File: config.mk
export PLATFORM = sky130hd
export DESIGN_NAME = seg7_scan_driver_flat
export DESIGN_NICKNAME = d
export VERILOG_FILES = /design/src/rtl/seg7_scan_driver_if.sv /design/src/rtl/seg7_scan_driver.sv /design/src/flat_wrapper.sv
export SDC_FILE = /design/constraint.sdc
export NUM_CORES = 1
export LEC_CHECK = 0
export CAP_MARGIN = 20
export CELL_PAD_IN_SITES_DETAIL_PLACEMENT = 1
export CELL_PAD_IN_SITES_GLOBAL_PLACEMENT = 1
export CORE_MARGIN = 4
export CORE_UTILIZATION = 45
export CTS_BUF_LIST = sky130_fd_sc_hd__clkbuf_2 sky130_fd_sc_hd__clkbuf_4 sky130_fd_sc_hd__clkbuf_8
export CTS_CLUSTER_SIZE = 30
export DETAILED_ROUTE_END_ITERATION = 8
export GPL_ROUTABILITY_DRIVEN = 1
export GPL_TIMING_DRIVEN = 0
export PLACE_DENSITY_LB_ADDON = 0.1
export RECOVER_POWER = 100
export SKIP_LAST_GASP = 1
export SYNTH_ARGS = -nofsm -noshare
export SYNTH_HDL_FRONTEND = slang
export SYNTH_SLANG_ARGS = --single-unit
File: constraint.sdc
create_clock -name clk -period 3.4 [get_ports clk]
set_input_delay 0.51 -clock clk [delete_from_list [all_inputs] [get_ports clk]]
set_output_delay 0.51 -clock clk [all_outputs]
set_load 0.02 [all_outputs]
File: src/rtl/seg7_scan_driver_if.sv
// Display-side bundle between the display mux (master) and the
// seven-segment scan driver (slave).
interface seg7_scan_driver_if;
    logic [15:0] inData;
    logic        inBlankZero;
    logic        inEnable;
    logic [6:0]  outSeg;
    logic [3:0]  outAnode;
    logic        outFrame;

    modport master (
        output inData, inBlankZero, inEnable,
        input  outSeg, outAnode, outFrame
    );

    modport slave (
        input  inData, inBlankZero, inEnable,
        output outSeg, outAnode, outFrame
    );
endinterface

File: src/rtl/seg7_scan_driver.sv
// Time-multiplexed 4-digit hex seven-segment driver. The display value is
// snapshotted once per frame so a scan never tears; one digit is lit per
// refresh slot. Segment and anode pins are active-low and registered.
module seg7_scan_driver #(
    parameter int REFRESH_DIV = 50000,
    parameter int DIV_WIDTH   = 16
) (
    input  logic                clk,
    input  logic                rst_n,
    seg7_scan_driver_if.slave   bus
);

    localparam logic [DIV_WIDTH-1:0] DIV_LAST = DIV_WIDTH'(REFRESH_DIV - 1);

    logic [DIV_WIDTH-1:0] div_cnt_q, div_cnt_d;
    logic [1:0]           digit_idx_q, digit_idx_d;
    logic [15:0]          snap_q, snap_d;
    logic [6:0]           seg_q, seg_d;
    logic [3:0]           anode_q, anode_d;
    logic                 frame_q, frame_d;

    logic                 tick;
    logic                 upper_zero;
    logic                 lit;
    logic [3:0]           nibble;

    // Active-low abcdefg pattern for one hex digit.
    function automatic logic [6:0] decode_hex(input logic [3:0] value);
        logic [6:0] pattern;
        unique case (value)
            4'h0: pattern = 7'b0000001;
            4'h1: pattern = 7'b1001111;
            4'h2: pattern = 7'b0010010;
            4'h3: pattern = 7'b0000110;
            4'h4: pattern = 7'b1001100;
            4'h5: pattern = 7'b0100100;
            4'h6: pattern = 7'b0100000;
            4'h7: pattern = 7'b0001111;
            4'h8: pattern = 7'b0000000;
            4'h9: pattern = 7'b0000100;
            4'hA: pattern = 7'b0001000;
            4'hB: pattern = 7'b1100000;
            4'hC: pattern = 7'b0110001;
            4'hD: pattern = 7'b1000010;
            4'hE: pattern = 7'b0110000;
            default: pattern = 7'b0111000;
        endcase
        return pattern;
    endfunction

    // Prescaler, digit sequencing and frame snapshot; digit 3 wrapping to 0
    // is the frame boundary where the mux value is captured.
    always_comb begin
        tick        = (div_cnt_q == DIV_LAST);
        div_cnt_d   = tick ? '0 : div_cnt_q + DIV_WIDTH'(1);
        frame_d     = tick && (digit_idx_q == 2'd3);
        digit_idx_d = tick ? digit_idx_q + 2'd1 : digit_idx_q;
        snap_d      = frame_d ? bus.inData : snap_q;
    end

    // Leading-zero test: the current digit is blankable when it and every
    // more significant nibble are zero; digit 0 always stays lit.
    always_comb begin
        upper_zero = 1'b0;
        unique case (digit_idx_q)
            2'd0:    upper_zero = 1'b0;
            2'd1:    upper_zero = (snap_q[15:4] == 12'h000);
            2'd2:    upper_zero = (snap_q[15:8] == 8'h00);
            default: upper_zero = (snap_q[15:12] == 4'h0);
        endcase
    end

    // Pin values for the digit currently selected; enable and blanking act
    // straight into the output registers without being snapshotted.
    always_comb begin
        nibble  = snap_q[{digit_idx_q, 2'b00} +: 4];
        lit     = bus.inEnable && !(bus.inBlankZero && upper_zero);
        anode_d = lit ? ~(4'b0001 << digit_idx_q) : 4'b1111;
        seg_d   = lit ? decode_hex(nibble) : 7'b1111111;
    end

    // State and output registers; reset parks the scan on digit 3 so the
    // first tick is a frame boundary.
    always_ff @(posedge clk or negedge rst_n) begin
        if (!rst_n) begin
            div_cnt_q   <= '0;
            digit_idx_q <= 2'd3;
            snap_q      <= 16'h0000;
            seg_q       <= 7'b1111111;
            anode_q     <= 4'b1111;
            frame_q     <= 1'b0;
        end else begin
            div_cnt_q   <= div_cnt_d;
            digit_idx_q <= digit_idx_d;
            snap_q      <= snap_d;
            seg_q       <= seg_d;
            anode_q     <= anode_d;
            frame_q     <= frame_d;
        end
    end

    assign bus.outSeg   = seg_q;
    assign bus.outAnode = anode_q;
    assign bus.outFrame = frame_q;

endmodule

File: src/flat_wrapper.sv
// flat-port wrapper written by rule: the top's interface ports become plain ports
module seg7_scan_driver_flat 
#(
    parameter int REFRESH_DIV = 50000,
    parameter int DIV_WIDTH   = 16
)
  (clk, rst_n, bus_inData, bus_inBlankZero, bus_inEnable, bus_outSeg, bus_outAnode, bus_outFrame);
  seg7_scan_driver_if bus_i ();
  input  logic clk;
  input  logic rst_n;
  input wire logic [$bits(bus_i.inData)-1:0] bus_inData;
  input wire logic [$bits(bus_i.inBlankZero)-1:0] bus_inBlankZero;
  input wire logic [$bits(bus_i.inEnable)-1:0] bus_inEnable;
  output wire logic [$bits(bus_i.outSeg)-1:0] bus_outSeg;
  output wire logic [$bits(bus_i.outAnode)-1:0] bus_outAnode;
  output wire logic [$bits(bus_i.outFrame)-1:0] bus_outFrame;
  assign bus_i.inData = bus_inData;
  assign bus_i.inBlankZero = bus_inBlankZero;
  assign bus_i.inEnable = bus_inEnable;
  assign bus_outSeg = bus_i.outSeg;
  assign bus_outAnode = bus_i.outAnode;
  assign bus_outFrame = bus_i.outFrame;
  seg7_scan_driver #(.REFRESH_DIV(REFRESH_DIV), .DIV_WIDTH(DIV_WIDTH)) u_core (.clk(clk), .rst_n(rst_n), .bus(bus_i));
endmodule
## Yosys cells after proc, flatten, opt, wreduce, memory -nomap -nowiden

Memories as Yosys holds them, arrays and structs flattened.
Cells that the tools add are included.
Widths: inputs -> output; s select.

- Add/sub/neg operators: 2
- Multipliers: 0
- Div/mod/pow operators: 0
- Order comparisons: 0
- Equality and inequality tests: 4
- Shift operators: 2
- Multiplexer cells: 4
- Bitwise gates (word level): 1
- Reduce and logical (&&, ||, !) cells: 8

Operator list:

| operator | count |
|---|---|
| $add 16x1->16 const B | 1 |
| $eq 16x16->1 const B | 1 |
| $mux 16 | 1 |
| $shiftx 16x5->4 | 1 |
| $logic_not 12->1 | 1 |
| $logic_not 8->1 | 1 |
| $mux 7 | 1 |
| $eq 2x2->1 const B | 2 |
| $logic_not 4->1 | 1 |
| $mux 4 | 1 |
| $not 4->4 | 1 |
| $shl 1x2->4 const A | 1 |
| $logic_and 1x1->1 | 3 |
| $pmux 1 s3 | 1 |
| $add 2x1->2 const B | 1 |
| $eq 2x1->1 const B | 1 |
| $logic_not 2->1 | 1 |
| $logic_not 1->1 | 1 |

- Bits in registers: 46
- Bits in latches: 0
- RAM bits: 0
- Bits in read-only memories: 112
- Input port bits: 20
- Logic and storage cells: 28
- Memories: 1

Memories:

| name | depth | width | rd ports | clocked after Yosys merged registers in | write ports | line | text |
|---|---|---|---|---|---|---|---|
| (name not given) | 16 | 7 | 1 | 0 | 0 | seg7_scan_driver.sv:30 | `unique case (value)` |

## Longest topological paths before layout

Gate-level depths: netlist (run 1).

- Depth after elaboration: 6
- Gate-level depth with buffers: 8

## Worst setup path before layout (run 1)

Ideal clock, no wire load.

- Path kind: reg2reg
- Start point: reg u_core.digit_idx_q[0]
- End point: reg u_core.seg_q[6] (netlist: u_core.bus.outSeg[6])
- Library setup time: 0.079 ns
- Data arrival time: 2.025 ns
- Data required time: 3.321 ns
- Setup slack: 1.297 ns
- Stages on the path, launching flop included: 9
- Path through: dfstp_2 > buf_2 > mux4_2 > inv_1 > ha_1 > inv_1 > a311oi_1 > a21oi_1 > o21ai_0

- Word-level cells in the longest chain between the ends: 6

Ends and longest elaborated chain:

| element | line | text |
|---|---|---|
| from (decl) | seg7_scan_driver.sv:16 | `logic [1:0] digit_idx_q, digit_idx_d;` |
| from (signal assigned) | seg7_scan_driver.sv:94 | `digit_idx_q <= digit_idx_d;` |
| parallel branches: the longest is 5 deep, another holds $mem_v2 16x7 | -- |  |
| $mux 7 * | seg7_scan_driver.sv:79 | `seg_d = lit ? decode_hex(nibble) : 7'b1111111;` |
| net u_core.seg_d[6] | seg7_scan_driver.sv:18 | `logic [6:0] seg_q, seg_d;` |
| to (signal assigned) | seg7_scan_driver.sv:96 | `seg_q <= seg_d;` |
| to (decl) | seg7_scan_driver.sv:18 |  |

Mark *: on every way through the listed nets, which the timed path passes.
A chain may end at the register's enable or synchronous reset.

## Worst setup path after layout (run 1)

Same ends and word-level chain as after synthesis.

==> results.json, run 1 <==
{
  "worst_slew_pin_slew_ps": 1430,
  "route.detailed.drc": 0,
  "sw_frac_of_total": 0.198,
  "crit_fanout": 8,
  "cts_buffers": 5,
  "die_h_um": 80.0,
  "fin_crit_sh": 0.767,
  "hpwlAfterDp_um": 4020,
  "clock_latency_ps": 300,
  "overflow": 0,
  "final_hold_viol_count": 0,
  "wl_per_cell_um": 17.2,
  "crit_path_start_kind": "register",
  "cts_tree": "done",
  "cp.required_ps": 3620,
  "layout.cells.non_filler": 300,
  "maxSlewViolCount": 0,
  "track_usage": 0.178,
  "io_pins": 32,
  "drive_gt1_frac": 0.146,
  "gp_congestion": 0.835,
  "cp_common_cell": "inv_1",
  "synth.distinct_cells": 40,
  "final_nets": 265,
  "antennaDiodeCount": 0,
  "cp_cell_sequence": "clkbuf_1 -> mux4_2 -> inv_1 -> ha_1 -> inv_1 -> a311oi_1 -> a21oi_1 -> o21ai_0",
  "finalSetupViolations": 0,
  "syn-num-nets": 226,
  "initial_core_util": 0.478,
  "coreArea_um2": 4880,
  "peakVddDrop_mv": 0.218,
  "critical_path_class": "register to register",
  "n_fill_cell": 520,
  "cts.sinks": 46,
  "combPwrFrac": 0.049,
  "totalWireLength_um": 5170,
  "slew_headroom": 0.0499,
  "p_clk_frac": 0.405,
  "root_buffer": "clkbuf_8",
  "synth_seq_area_share": 0.501,
  "critPathArrivalTime_ps": 2830,
  "cap_violations": 0,
  "cts_post_setup_buffers_inserted": 0,
  "power.switching_w": 0.000202,
  "grt_max_degree": 28,
  "cts_resized": 0,
  "period_minus_slack_ps": 2610,
  "io_buffers": 31,
  "seqPwrFrac": 0.546,
  "p_int_w": 0.000815,
  "hold_buffers": 0,
  "multi_input_area_um2": 1040,
  "die-area_um2": 6400,
  "p_per_area_nw_per_um2": 366,
  "grt_pass1_vias": 1745,
  "postPlaceCellArea_um2": 2740,
  "viasPerCell": 5.44,
  "syn2layout_area_growth_pct": 19.2,
  "clk_pin_slew_worst_paths_ps": 80,
  "drt_iter0_drc": 86,
  "grt_pass1_wl_um": 8710,
  "netlist_area_um2": 2330,
  "ant_nets": 0,
  "finClkSkew_ps": 7.20,
  "finalInstanceArea_um2": 2780,
  "dp_cells": 293,
  "regArea_um2": 1170,
  "hp-class": "primary input to asynchronous set/reset pin",
  "final_cell_mix": "33 x dfrtp_1, 18 x clkdlybuf4s50_1, 17 x nand2_1",
  "cts.htree.levels": 2,
  "grt_setup_unrepaired": "false",
  "synthCells": 194,
  "final_common_cell": "dfrtp_1",
  "drtPass1Iterations": 6,
  "timing.setup.tns_ps": 0,
  "cts_max_path_buffers": 2,
  "end_kind": "register",
  "route.vias.total": 1633,
  "ys_seq_elements": 46,
  "syn_area_per_cell_um2": 12.0,
  "rows": 25,
  "die_w_um": 80.0,
  "p_leak_nw": 1.18,
  "total_power_w": 0.00102,
  "crit_slowest_cell": "mux4_2",
  "critPathMaxStageDelay_ps": 630,
  "outcome": "complete, no violations",
  "grt_antenna_before_repair": 0,
  "fmax_ghz": 0.384,
  "ys_warn_count": 0
}
## registers in the layout, indices dropped and copies added, names as in the netlist
name	cells
u_core.div_cnt_q	16
u_core.snap_q	16
u_core.bus.outSeg	7
u_core.bus.outAnode	4
u_core.digit_idx_q	2
u_core.bus.outFrame	1
## synth_stat cells
cell      instances  area [um2]
dfrtp_1          33         826
nand2_1          17        63.8
dfstp_2          13         342
ha_1             12         150
nor2_1           12        45.0
nand3_1          10        50.1
mux2_2            9         101
mux2_4            9         135
inv_1             8        30.0
xnor2_1           8        70.1
xor2_1            8        70.1
mux2i_1           6        60.1
a21oi_1           5        25.0
nor4_1            5        31.3
o21ai_0           4        20.0
buf_2             3        15.0
nor3_1            3        15.0
o311ai_0          3        26.3
mux4_2            2        45.0
nand4_1           2        12.5
nor4_2            2        25.0
o221ai_1          2        17.5
a211oi_1          1        7.51
a21o_1            1        7.51
a311oi_1          1        8.76
and2_0            1        6.26
and3_1            1        6.26
and4_1            1        8.76
buf_12            1        20.0
buf_6             1        11.3
clkbuf_1          1        3.75
mux2i_2           1        13.8
nand4b_1          1        8.76
nor2b_1           1        6.26
nor3b_1           1        7.51
o21a_1            1        7.51
o21ai_1           1        5.00
or3_1             1        6.26
or4_1             1        7.51
or4b_4            1        13.8
## critical path, delay by kind of cell (launching register included)
| kind | cells | cell delay (ps) |
|---|---|---|
| muxes | 1 | 630 |
| adders and majority gates | 1 | 230 |
| AOI/OAI and AO/OA | 3 | 470 |
| buffers and inverters | 3 | 610 |
| DFF | 1 | 600 |
## routing by layer
layer | part of all wire | track usage
met1 | 0.45 | 0.230
met2 | 0.49 | 0.292
met3 | 0.047 | 0.0372
met4 | 0.012 | 0.0642
met5 | 0 | 0
## logic make-up after synthesis
| family | share of synthesized area |
|---|---|
| DFF | 0.501 |
| muxes | 0.152 |
| adders and majority gates | 0.0644 |
| xor gates and xnor gates | 0.0601 |
| buffers and inverters | 0.0343 |
| and+or+nand+nor | 0.135 |
| AOI/OAI and AO/OA | 0.0537 |
## area by class of cell
type | count | share of cell area
buffer | 6 | 0.0144
clock buffer | 6 | 0.0297
sequential | 46 | 0.420
multi-input combinational | 134 | 0.374
timing repair buffer | 32 | 0.111
tap | 67 | 0.0302
inverter | 8 | 0.0108
clock inverter | 1 | 0.0108
## per-stage QoR
step | worst slack (ps) | utilization | hold WS [ps]
CTS | 991 | 0.585 | 161
floorplan | 1300 | - | 214
global placement | 679 | 0.559 | 476
finish | 793 | 0.570 | 362
detailed placement | 1010 | 0.562 | 486
global route | 593 | 0.570 | 441
## power groups by stage
stage	clock network [W]	logic, W	registers (W)
after global routing	0.000447	0.0000541	0.000556
final	0.000412	0.0000494	0.000555
after floorplan	0	0.00000437	0.000572
after CTS	0.000426	0.0000556	0.000556
after detailed placement	0	0.0000555	0.000566
after global placement	0	0.0000512	0.000566
## path summary, 6_finish.rpt
| path | start | endpoint | slack [ps] | cells after the start |
|---|---|---|---|---|
| hold / removal | rst_n | u_core.div_cnt_q[11] | 360 | 1 |
| setup / recovery | u_core.digit_idx_q[0] | u_core.bus.outSeg[6] | 790 | 8 |
| setup reg to reg | u_core.digit_idx_q[0] | u_core.bus.outSeg[6] | 790 | 8 |
| hold reg to reg | u_core.div_cnt_q[0] | u_core.div_cnt_q[0] | 500 | 1 |
| max in group asynchronous | rst_n | u_core.snap_q[3] | 1190 | 2 |
| min in group clk | u_core.div_cnt_q[0] | u_core.div_cnt_q[0] | 500 | 1 |
(Power assumes the default switching activity.)
==> run 2: changes to the inputs <==
Settings changed: CORE_UTILIZATION 45 to 41.
Clock period 3.4 ns to 2.1 ns, I/O delays scaled along.
==> results.json, run 2 (same netlist as run 1, synthesis figures left out) <==
{
  "grt_pass1_wl_um": 9200,
  "route.met3.wl_um": 171,
  "p_leak_nw": 1.34,
  "rrSetupSlack_ps": -40,
  "total_power_w": 0.00181,
  "die_h_um": 83.4,
  "io_pins": 32,
  "syn2layout_area_growth_pct": 37.0,
  "drive_gt1_frac": 0.323,
  "worst_slew_pin_slew_ps": 855,
  "min_to": "u_core.div_cnt_q[0]",
  "cp.required_ps": 2320,
  "clk_pin_slew_worst_paths_ps": 90,
  "die-area_um2": 6960,
  "min_path_cells": 1,
  "coreArea_um2": 5510,
  "route.vias.total": 1716,
  "cts_max_path_buffers": 2,
  "crit_path_start_kind": "register",
  "overflow": 0,
  "grt_max_degree": 32,
  "cap_violations": 0,
  "hp-start": "u_core.div_cnt_q[0]",
  "fmax_ghz": 0.467,
  "top_layer": "met4",
  "initial_core_util": 0.424,
  "end_kind": "register",
  "grt_pass1_vias": 1815,
  "outcome": "finished with violations",
  "cts.htree.levels": 2,
  "track_usage": 0.162,
  "finClkSkew_ps": 9.30,
  "timing.hold.ws_ps": 504,
  "p_per_area_nw_per_um2": 566,
  "final_nets": 282,
  "root_buffer": "clkbuf_8",
  "final_hold_viol_count": 0,
  "layout.cells.non_filler": 323,
  "io_buffers": 31,
  "finalSetupViolations": 14,
  "drt_iter0_drc": 60,
  "dr_wl_met2_um": 3430,
  "gp_congestion": 0.812,
  "violations": "setup timing",
  "r2r_cells": 7,
  "drtPass1Iterations": 4,
  "ant_nets": 0,
  "drt-met1-wl_um": 2780,
  "dp_cells": 298,
  "rr_startpoint": "u_core.digit_idx_q[0]",
  "period_minus_slack_ps": 2140,
  "wl_per_cell_um": 19.9,
  "post-place-ws_ps": -321,
  "peakVddDrop_mv": 0.351,
  "fin_crit_sh": 1.02,
  "rows": 27,
  "cts_buffers": 5,
  "crit_fanout": 5,
  "maxSlewViolCount": 0,
  "totalWireLength_um": 6440,
  "post-route-util": 0.580,
  "route.detailed.drc": 0,
  "worstReg2RegEnd": "u_core.bus.outSeg[2]",
  "cts.sinks": 46,
  "hpwlAfterDp_um": 3940,
  "grt_antenna_before_repair": 0,
  "final_common_cell": "dfrtp_1",
  "final_cell_mix": "33 x dfrtp_1, 18 x clkdlybuf4s50_1, 16 x nand2_1",
  "die_w_um": 83.4,
  "slew_headroom": 0.430,
  "viasPerCell": 5.31,
  "critical_path_class": "register to register",
  "cts_tree": "done",
  "grt_setup_unrepaired": "true",
  "hp-class": "register to register",
  "finalWorstSetupSlack_ps": -41.5,
  "clock_latency_ps": 300,
  "antennaDiodeCount": 0,
  "critPathArrivalTime_ps": 2360
}
[run 2: cell types whose count changed in the layout (fill, tap and decap cells not counted), sizes merged]
cell / previous run / this run
buf: 2 / 20
dlygate4sd3: 12 / 13
bufinv: 1 / 2
clkbuf: 12 / 10
[run 2: final cells by class]
type | instances | area, um2
multi-input combinational | 134 | 1220
inverter | 8 | 35.0
sequential | 46 | 1170
timing repair buffer | 49 | 473
tap | 72 | 90.1
clock inverter | 2 | 60.1
clock buffer | 6 | 82.6
buffer | 6 | 70.1
fill | 559 | 2310
[run 2: layer usage]
metal / track usage / vias up
met2: 0.275 / 34
met1: 0.218 / 881
met3: 0.0308 / 7
met5: 0 / -
li1: - / 794
met4: 0.0263 / 0
[run 2: where the power goes]
group,switching [W],internal [W]
combinational,0.0000403,0.0000452
sequential,0.00000139,0.000898
clock,0.000314,0.000508
[run 2: critical path, stage by stage, from the launching register on]
cell and delay, ps:
dfstp_2 570, buf_8 120, mux4_2 600, buf_6 170, ha_4 170, mux2_4 260, nand2_2 70, o311ai_2 100
[run 2: worst max-delay path by stage]
stage                           from              endpoint  slack [ps]  cells after the start
2_1_floorplan  u_core.digit_idx_q[0]  u_core.bus.outSeg[2]          30                      6
3_3_place_gp                   rst_n      u_core.snap_q[0]        -460                      1
3_5_place_dp   u_core.digit_idx_q[0]  u_core.bus.outSeg[0]        -320                      8
4_1_cts        u_core.digit_idx_q[0]  u_core.bus.outSeg[0]         -30                      8
5_1_grt        u_core.digit_idx_q[0]  u_core.bus.outSeg[3]        -110                      7
6_report       u_core.digit_idx_q[0]  u_core.bus.outSeg[2]         -40                      7
[run 2: per-stage QoR]
stage / TNS (ps) / cell area, um2
2_1_floorplan: 0 / 2330
3_3_place_gp: -16740 / 2730
3_5_place_dp: -2280 / 2750
4_1_cts: -37.4 / 3010
5_1_grt: -1710 / 3190
6_report: -186 / 3190
[run 2: timing repair]
item                                    4_1_cts  5_1_grt
hold buffers                                  1        0
buffers inserted                              7        8
endpoints found under the setup margin       20       21
gates cloned                                  0        1
resized for setup                            15       27
pin swaps                                     1        5
hold endpoints to repair                      4        0
==> run 3: changes to the inputs <==
Settings changed: SKIP_CTS_REPAIR_TIMING set to 1.
==> results.json, run 3 (same netlist as run 1, synthesis figures left out) <==
{
  "final_nets": 278,
  "crit_path_start_kind": "register",
  "root_buffer": "clkbuf_8",
  "dr_wl_met2_um": 3150,
  "route.vias.total": 1693,
  "die_w_um": 83.4,
  "hp-class": "register to register",
  "p_per_area_nw_per_um2": 568,
  "clk_pin_slew_worst_paths_ps": 90,
  "grt_antenna_before_repair": 0,
  "finClkSkew_ps": 11.1,
  "drt-met1-wl_um": 2710,
  "crit_fanout": 7,
  "totalWireLength_um": 6070,
  "overflow": 0,
  "peakVddDrop_mv": 0.399,
  "cts.htree.levels": 2,
  "grt_pass1_wl_um": 8800,
  "cap_violations": 0,
  "fin_crit_sh": 1.05,
  "cts_buffers": 5,
  "critPathMaxStageDelay_ps": 630,
  "n_fill_cell": 576,
  "outcome": "finished with violations",
  "track_usage": 0.155,
  "finalSetupViolations": 4,
  "crit_slowest_cell": "mux4_2",
  "initial_core_util": 0.424,
  "antennaDiodeCount": 0,
  "gp_congestion": 0.812,
  "syn2layout_area_growth_pct": 35.7,
  "cts_max_path_buffers": 2,
  "critical_path_class": "register to register",
  "total_power_w": 0.00180,
  "top_layer": "met4",
  "rows": 27,
  "slew_headroom": 0.437,
  "final_cell_mix": "32 x dfrtp_1, 18 x clkdlybuf4s50_1, 17 x nand2_1",
  "regArea_um2": 1170,
  "post-route-util": 0.575,
  "grt_pass1_vias": 1743,
  "timing.hold.ws_ps": 500,
  "ant_nets": 0,
  "final_hold_viol_count": 0,
  "cp_cell_sequence": "buf_8 -> mux4_2 -> ha_4 -> nor3_2 -> a311oi_2 -> a21oi_1 -> o21ai_1",
  "route.detailed.drc": 0,
  "post-place-ws_ps": -321,
  "fmax_ghz": 0.455,
  "hpwlAfterDp_um": 3940,
  "final_common_cell": "dfrtp_1",
  "period_minus_slack_ps": 2200,
  "grt_setup_unrepaired": "true",
  "io_pins": 32,
  "viasPerCell": 5.31,
  "die-area_um2": 6960,
  "end_kind": "register",
  "route.met3.wl_um": 183,
  "wl_per_cell_um": 19.0,
  "drtPass1Iterations": 4,
  "grt_max_degree": 32,
  "p_leak_nw": 1.32,
  "critPathArrivalTime_ps": 2430,
  "finalWorstSetupSlack_ps": -99.3,
  "cts.sinks": 46,
  "worst_slew_pin_slew_ps": 844,
  "die_h_um": 83.4,
  "cp.required_ps": 2330,
  "violations": "setup timing",
  "maxSlewViolCount": 0,
  "drive_gt1_frac": 0.320,
  "coreArea_um2": 5510,
  "clock_latency_ps": 300,
  "cts_tree": "done",
  "io_buffers": 31,
  "drt_iter0_drc": 45,
  "multi_input_area_um2": 1220
}
run 3: cell types whose count changed in the layout (fill, tap and decap cells not counted), sizes merged:
cell and delta:
buf -5, clkbuf +1
run 3: layer usage:
metal | track usage | up-vias
met5 | 0 | -
met4 | 0.0307 | 0
met3 | 0.0347 | 5
met2 | 0.252 | 32
met1 | 0.214 | 865
li1 | - | 791
run 3: cell type report:
type                       instances  share of cell area
clock inverter                     2              0.0190
sequential                        46               0.369
clock buffer                       6              0.0261
inverter                           8              0.0111
buffer                             6              0.0209
timing repair buffer              45               0.139
multi-input combinational        134               0.387
tap                               72              0.0285
run 3: critical path: cells and delay by family, from the launching register on:
kind / cells / cell delay, ps
buf+inv: 1 / 130
flops: 1 / 580
fa+ha+maj: 1 / 240
simple gates: 1 / 220
compound gates: 3 / 330
mux: 1 / 630
run 3: final timing paths:
path	slack, ps	depth (start not counted)	startpoint	to
setup / recovery	-100	7	u_core.digit_idx_q[0]	u_core.bus.outSeg[6]
hold / removal	500	1	u_core.div_cnt_q[0]	u_core.div_cnt_q[0]
setup reg to reg	-100	7	u_core.digit_idx_q[0]	u_core.bus.outSeg[6]
hold reg to reg	500	1	u_core.div_cnt_q[0]	u_core.div_cnt_q[0]
max in group asynchronous	250	3	rst_n	u_core.div_cnt_q[4]
min in group asynchronous	640	2	rst_n	u_core.div_cnt_q[11]
run 3: stage by stage:
step | area (um2) | TNS, ps | cells
after global placement | 2730 | -16740 | 297
after floorplan | 2330 | 0 | 194
after CTS | 2890 | -2890 | 306
final | 3170 | -223 | 319
after global routing | 3170 | -2250 | 319
after detailed placement | 2750 | -2280 | 298
run 3: report_power, final:
part	total [W]	internal, W	switching, W
logic	0.0000854	0.0000448	0.0000406
registers	0.000899	0.000898	0.00000160
clock network	0.000814	0.000508	0.000306
total	0.00180	0.00145	0.000348
